### config.mk
export PLATFORM = sky130hd
export DESIGN_NAME = mult_32x32
export DESIGN_NICKNAME = d
export VERILOG_FILES = /design/src/rtl/mult_32x32_pkg.sv /design/src/rtl/mult_32x32_mult16x8.sv /design/src/rtl/mult_32x32.sv
export SDC_FILE = /design/constraint.sdc
export NUM_CORES = 1
export LEC_CHECK = 0
export BUFFER_PORTS_ARGS = -buffer_cell sky130_fd_sc_hd__buf_2
export CAP_MARGIN = 0
export CORE_MARGIN = 4
export CORE_UTILIZATION = 56
export CTS_BUF_LIST = sky130_fd_sc_hd__clkbuf_16
export DETAILED_ROUTE_END_ITERATION = 16
export HOLD_SLACK_MARGIN = 0.1
export PLACE_DENSITY = 0.79
export SLEW_MARGIN = 30
export SYNTH_ARGS = -nofsm -noshare
export SYNTH_HDL_FRONTEND = slang
export SYNTH_HIERARCHICAL = 1
export SYNTH_SLANG_ARGS = --single-unit
### constraint.sdc
create_clock -name clk -period 8.7 [get_ports clk]
set_input_delay 0.435 -clock clk [delete_from_list [all_inputs] [get_ports clk]]
set_output_delay 0.435 -clock clk [all_outputs]
set_load 0.05 [all_outputs]
### src/rtl/mult_32x32_pkg.sv
// Shared definitions for the sequential 32x32 multiplier.
//   state_e      : controller states (IDLE plus eight compute states)
//   a_sel_t      : selects byte i of the multiplicand
//   b_sel_t      : selects 16-bit half j of the multiplier
//   shift_sel_t  : partial-product shift in units of 8 bits
// Compute states are encoded as {1'b1, b_sel, a_sel} so the selects are
// plain bit fields of the state register.
package mult32x32_pkg;

  typedef enum logic [3:0] {
    ST_IDLE = 4'b0000,
    ST_A0B0 = 4'b1000,
    ST_A1B0 = 4'b1001,
    ST_A2B0 = 4'b1010,
    ST_A3B0 = 4'b1011,
    ST_A0B1 = 4'b1100,
    ST_A1B1 = 4'b1101,
    ST_A2B1 = 4'b1110,
    ST_A3B1 = 4'b1111
  } state_e;

  typedef logic [1:0] a_sel_t;
  typedef logic       b_sel_t;
  typedef logic [2:0] shift_sel_t;

  // Byte i of a and half j of b land at bit 8*i + 16*j, i.e. 8*(i + 2*j).
  function automatic shift_sel_t shift_sel_of(input a_sel_t a_sel,
                                              input b_sel_t b_sel);
    return {1'b0, a_sel} + {1'b0, b_sel, 1'b0};
  endfunction

endpackage

### src/rtl/mult_32x32_mult16x8.sv
// Combinational unsigned 16x8 -> 24-bit multiplier.
//   a_i : 16-bit unsigned operand
//   b_i : 8-bit unsigned operand
//   p_o : 24-bit unsigned product
module mult16x8 (
  input  logic [15:0] a_i,
  input  logic [7:0]  b_i,
  output logic [23:0] p_o
);

  assign p_o = {8'd0, a_i} * {16'd0, b_i};

endmodule

### src/rtl/mult_32x32.sv
// Sequential unsigned 32x32 -> 64-bit multiplier. One 16x8 partial product
// is accumulated per cycle; a result takes 8 cycles after start is accepted.
//   clk     : rising-edge clock
//   reset   : asynchronous, active-low reset
//   start   : single-cycle request, accepted only while idle
//   a, b    : unsigned operands, sampled with an accepted start
//   busy    : high while a multiplication is in progress
//   product : registered result, final when busy is low
module mult_32x32
  import mult32x32_pkg::*;
(
  input  logic        clk,
  input  logic        reset,
  input  logic        start,
  input  logic [31:0] a,
  input  logic [31:0] b,
  output logic        busy,
  output logic [63:0] product
);

  state_e      state_q, state_d;
  logic        clr_prod, upd_prod;
  a_sel_t      a_sel;
  b_sel_t      b_sel;
  shift_sel_t  shift_sel;

  logic [31:0] a_q, b_q;
  logic [63:0] prod_q, prod_d;
  logic [7:0]  a_byte;
  logic [15:0] b_half;
  logic [23:0] pp;
  logic [63:0] pp_shifted;

  // Controller
  always_comb begin
    state_d  = state_q;
    clr_prod = 1'b0;
    upd_prod = 1'b0;
    case (state_q)
      ST_IDLE: begin
        if (start) begin
          state_d  = ST_A0B0;
          clr_prod = 1'b1;
        end
      end
      ST_A0B0: begin state_d = ST_A1B0; upd_prod = 1'b1; end
      ST_A1B0: begin state_d = ST_A2B0; upd_prod = 1'b1; end
      ST_A2B0: begin state_d = ST_A3B0; upd_prod = 1'b1; end
      ST_A3B0: begin state_d = ST_A0B1; upd_prod = 1'b1; end
      ST_A0B1: begin state_d = ST_A1B1; upd_prod = 1'b1; end
      ST_A1B1: begin state_d = ST_A2B1; upd_prod = 1'b1; end
      ST_A2B1: begin state_d = ST_A3B1; upd_prod = 1'b1; end
      ST_A3B1: begin state_d = ST_IDLE; upd_prod = 1'b1; end
      default: state_d = ST_IDLE;
    endcase
  end

  always_ff @(posedge clk or negedge reset) begin
    if (!reset) state_q <= ST_IDLE;
    else        state_q <= state_d;
  end

  assign a_sel     = state_q[1:0];
  assign b_sel     = state_q[2];
  assign shift_sel = shift_sel_of(a_sel, b_sel);
  assign busy      = (state_q != ST_IDLE);

  // Datapath: operand select, partial product, shift and accumulate
  always_comb begin
    a_byte = 8'd0;
    case (a_sel)
      2'd0: a_byte = a_q[7:0];
      2'd1: a_byte = a_q[15:8];
      2'd2: a_byte = a_q[23:16];
      2'd3: a_byte = a_q[31:24];
      default: a_byte = 8'd0;
    endcase
  end

  assign b_half = b_sel ? b_q[31:16] : b_q[15:0];

  mult16x8 u_mult16x8 (
    .a_i (b_half),
    .b_i (a_byte),
    .p_o (pp)
  );

  assign pp_shifted = {40'd0, pp} << {shift_sel, 3'b000};

  always_comb begin
    prod_d = prod_q;
    if (clr_prod)      prod_d = 64'd0;
    else if (upd_prod) prod_d = prod_q + pp_shifted;
  end

  always_ff @(posedge clk or negedge reset) begin
    if (!reset) begin
      a_q    <= 32'd0;
      b_q    <= 32'd0;
      prod_q <= 64'd0;
    end else begin
      if (clr_prod) begin
        a_q <= a;
        b_q <= b;
      end
      prod_q <= prod_d;
    end
  end

  assign product = prod_q;

endmodule

==> flow_summary_export.csv <==
group,metric,value,unit
outcome,outcome,"complete, no violations",
floorplanning,die_h,167,µm
cells_and_area,layout-area-overhead-vs-synth,13.9,%
worst_setup_path,critPathMostFrequentCell,"sky130_fd_sc_hd__fa_1",
detailed_routing,postRouteAntennaNets,0,
sta,period_utilisation_layout,97.9,%
floorplanning,floorplan.initialDensity,57.6,%
detailed_routing,drcViolationCount,0,
worst_setup_path,setup.reg_to_reg.worst_slack,0.18,ns
detailed_routing,wl_per_cell,20.4,µm
clock_tree,clk_pin_slew_worst_paths,0.08,ns
worst_setup_path,crit_family,"compound AO/OA/AOI/OAI gates",
sta,relSlewSlack,48.1,%
place,numPortBuffers,131,
yosys,ys_ff_latch,132,
clock_tree,max-clock-path-buffers,2,
detailed_routing,drt_pass1_iterations,5,
global_route,grt_overflow_total,0,
global_route,grt.met3_usage,3.84,%
global_route,grt_pass1_wl,64.6,mm
worst_setup_path,crit_path_top_delay_cell,"sky130_fd_sc_hd__mux4_2",
clock_tree,numClockSinks,132,
yosys,async_flop_share,100,%
global_route,number_of_global_route_vias_before_repair,12000,
clock_tree,cts_tree,"built",
global_route,global_route.usage.met1,40.4,%
worst_setup_path,cp_data_required_time,9.03,ns
yosys,synth.cell_area,14200,µm²
run,drv_cap,0,
floorplanning,std_cell_rows,57,
worst_setup_path,path_type_of_the_worst_setup_path,"register to register",
cells_and_area,antenna_cells,0,
detailed_routing,postRouteWirelength,42.3,mm
clock_tree,htreeDepth,4,
sta,min_period,8.52,ns
yosys,synth_cell_type_count,79,
global_route,grt-busiest-layer,"met2",
clock_tree,number_of_buffers_created_by_cts,17,
global_route,grt_usage,28.3,%
sta,final-max-slew-violation-count,0,
sta,setup_repair_after_global_routing_missed_its_margin,"yes",
cells_and_area,post_route_cells_drive_above_1_share,20.8,%
yosys,syn-num-nets,1870,
worst_setup_path,worst-path-buf-inv,3,
sta,report.final.hold_viol_count,0,
cells_and_area,nets,1993,
hold_path,holdCritPathClass,"input pin to register",
place,globalplace.congestion,0.962,
yosys,post_synth.cell_area_avg,8.81,µm²
yosys,yosysSeqAreaShare,23.3,%
sta,setup_violations,0,
sta,clock_skew,0.0237,ns
sta,fmax,117,MHz
clock_tree,clk_latency,0.44,ns
clock_tree,clockRootBuffer,"sky130_fd_sc_hd__clkbuf_16",
yosys,yosys_most_used_dff,"sky130_fd_sc_hd__dfrtp_1",
global_route,number_of_antenna_violations_at_the_first_check_in_global_routing,0,
worst_setup_path,timing.critical_path.to_type,"register",
worst_setup_path,startpoint_type,"register",
yosys,netlist_instances,1609,
detailed_routing,drt-initial-drc-count,1353,
worst_setup_path,critical_path.max_fanout,7,
floorplanning,die_area,27900,µm²
worst_setup_path,cp.arrival,8.85,ns
worst_setup_path,cp_slowest_stage_delay,0.64,ns
floorplanning,fp.dieW,167,µm
global_route,grt_max_degree,92,
place,post_place_cell_area,15200,µm²
sta,worst_pin_slew,0.779,ns
place,hpwl,30.9,mm
cells_and_area,post_route_cell_area,16100,µm²
yosys,yosys_warnings,6,
detailed_routing,num_vias,12500,
floorplanning,core_area,24600,µm²
global_route,grt_use_met2,45.7,%
yosys,synth-edff-count,0,
floorplanning,pin_count,132,
detailed_routing,avgViaCountPerCell,6.06,
-- repair_timing --
item                       CTS  global route
buffers inserted             0            17
hold endpoints to repair    66             0
hold buffers                 1             0
gates resized for setup      0            38
setup endpoints to repair    0            30
-- final timing paths --
path | from | end | cells past startpoint
setup / recovery | state_q[0] | product[58] | 31
hold / removal | b[17] | b_q[17] | 2
setup reg to reg | state_q[0] | product[58] | 31
hold reg to reg | b_q[22] | b_q[22] | 1
max in group asynchronous | reset | state_q[0] | 3
min in group asynchronous | reset | product[8] | 2
-- cell type report --
| cell class | count | area (µm²) |
|---|---|---|
| Multi-Input combinational cell | 1278 | 10300 |
| Fill cell | 2030 | 8460 |
| Sequential cell | 132 | 3310 |
| Timing Repair Buffer | 178 | 1030 |
| Inverter | 125 | 469 |
| Clock buffer | 17 | 425 |
| Tap cell | 324 | 405 |
| Clock inverter | 15 | 163 |
-- flip-flops by register name (all words and copies together), names as in the netlist --
| name | count |
|---|---|
| state_q | 4 |
| product | 64 |
| b_q | 32 |
| a_q | 32 |
-- logic make-up after synthesis --
family / after synthesis / synth area share (%)
buffers and inverters: 202 / 5.46
and+or+nand+nor: 522 / 18.6
xor gates and xnor gates: 74 / 4.57
AOI/OAI and AO/OA: 378 / 17.4
adders and majority gates: 194 / 21.6
muxes: 107 / 8.98
DFF: 132 / 23.3
-- synthesized netlist by cell type, types with 4 or more instances --
cell type / n / area, µm²
sky130_fd_sc_hd__nand2_1: 185 / 694
sky130_fd_sc_hd__dfrtp_1: 132 / 3300
sky130_fd_sc_hd__and2_1: 126 / 788
sky130_fd_sc_hd__inv_1: 124 / 465
sky130_fd_sc_hd__ha_1: 109 / 1360
sky130_fd_sc_hd__o21ai_0: 104 / 521
sky130_fd_sc_hd__a21oi_1: 99 / 495
sky130_fd_sc_hd__fa_1: 85 / 1700
sky130_fd_sc_hd__mux2_2: 81 / 912
sky130_fd_sc_hd__nor2_1: 67 / 251
sky130_fd_sc_hd__clkbuf_1: 60 / 225
sky130_fd_sc_hd__a21o_1: 39 / 293
sky130_fd_sc_hd__xnor2_1: 38 / 333
sky130_fd_sc_hd__xor2_1: 36 / 315
sky130_fd_sc_hd__nor2b_1: 28 / 175
sky130_fd_sc_hd__nand3_1: 27 / 135
sky130_fd_sc_hd__a22o_1: 21 / 184
sky130_fd_sc_hd__and3_1: 18 / 113
sky130_fd_sc_hd__mux2i_1: 18 / 180
sky130_fd_sc_hd__nand4_1: 17 / 106
sky130_fd_sc_hd__nor3_1: 15 / 75.1
sky130_fd_sc_hd__o21bai_1: 14 / 105
sky130_fd_sc_hd__o21ai_1: 11 / 55.1
sky130_fd_sc_hd__a31oi_1: 10 / 62.6
sky130_fd_sc_hd__buf_2: 10 / 50.1
sky130_fd_sc_hd__a211oi_1: 8 / 60.1
sky130_fd_sc_hd__mux4_2: 8 / 180
sky130_fd_sc_hd__nand2b_1: 7 / 43.8
sky130_fd_sc_hd__and4_1: 6 / 52.6
sky130_fd_sc_hd__buf_1: 6 / 22.5
sky130_fd_sc_hd__o21a_1: 6 / 45.0
sky130_fd_sc_hd__a21boi_0: 5 / 37.5
sky130_fd_sc_hd__a31o_2: 5 / 43.8
sky130_fd_sc_hd__a221oi_1: 4 / 35.0
sky130_fd_sc_hd__nand3b_1: 4 / 30.0
sky130_fd_sc_hd__or3_1: 4 / 25.0
-- worst register-to-register path, delay by kind of cell, from the launching register on --
| family | cells | cell delay, ns |
|---|---|---|
| buffers and inverters | 3 | 0.28 |
| AND/OR/NAND/NOR | 5 | 1.18 |
| AO/OA/AOI/OAI | 14 | 2.84 |
| multiplexers | 2 | 0.78 |
| flip-flops | 1 | 0.42 |
| XOR/XNOR | 1 | 0.19 |
| adder cells (fa/ha/maj) | 6 | 2.70 |
-- through the flow --
step	hold WS, ns	util [%]	TNS, ns	setup slack (ns)	cells
after global routing	0.220	65.6	-0.805	-0.125	2069
final	0.222	65.6	0	0.183	2069
after CTS	0.219	64.1	0	0.113	2049
after floorplan	0.139	-	0	0.243	1609
after global placement	0.475	61.6	0	0.252	2016
after detailed placement	0.488	61.7	0	0.150	2016
-- routing by layer --
metal / routed length (µm) / part of all wire [%] / up-vias
met5: 0 / 0 / -
met4: 1390 / 3.3 / 0
met3: 3040 / 7.2 / 102
met2: 19500 / 46 / 591
met1: 18400 / 43 / 6010
li1: - / - / 5837
-- layout by cell type (no fill, tap or decap), types with 28 or more instances in the layout --
cell type	instances
sky130_fd_sc_hd__a21oi_1	93
sky130_fd_sc_hd__and2_1	124
sky130_fd_sc_hd__fa_1	85
sky130_fd_sc_hd__ha_1	105
sky130_fd_sc_hd__o21ai_0	99
sky130_fd_sc_hd__nand2_1	183
sky130_fd_sc_hd__dfrtp_1	128
sky130_fd_sc_hd__buf_4	44
sky130_fd_sc_hd__mux2_2	81
sky130_fd_sc_hd__buf_2	131
sky130_fd_sc_hd__a21o_1	39
sky130_fd_sc_hd__nor2b_1	28
sky130_fd_sc_hd__nor2_1	66
sky130_fd_sc_hd__inv_1	124
sky130_fd_sc_hd__xor2_1	36
sky130_fd_sc_hd__xnor2_1	38
Power is left out: the tool's default activity adds up to more than one toggle a clock period on the data nets, which glitch-free logic cannot reach.
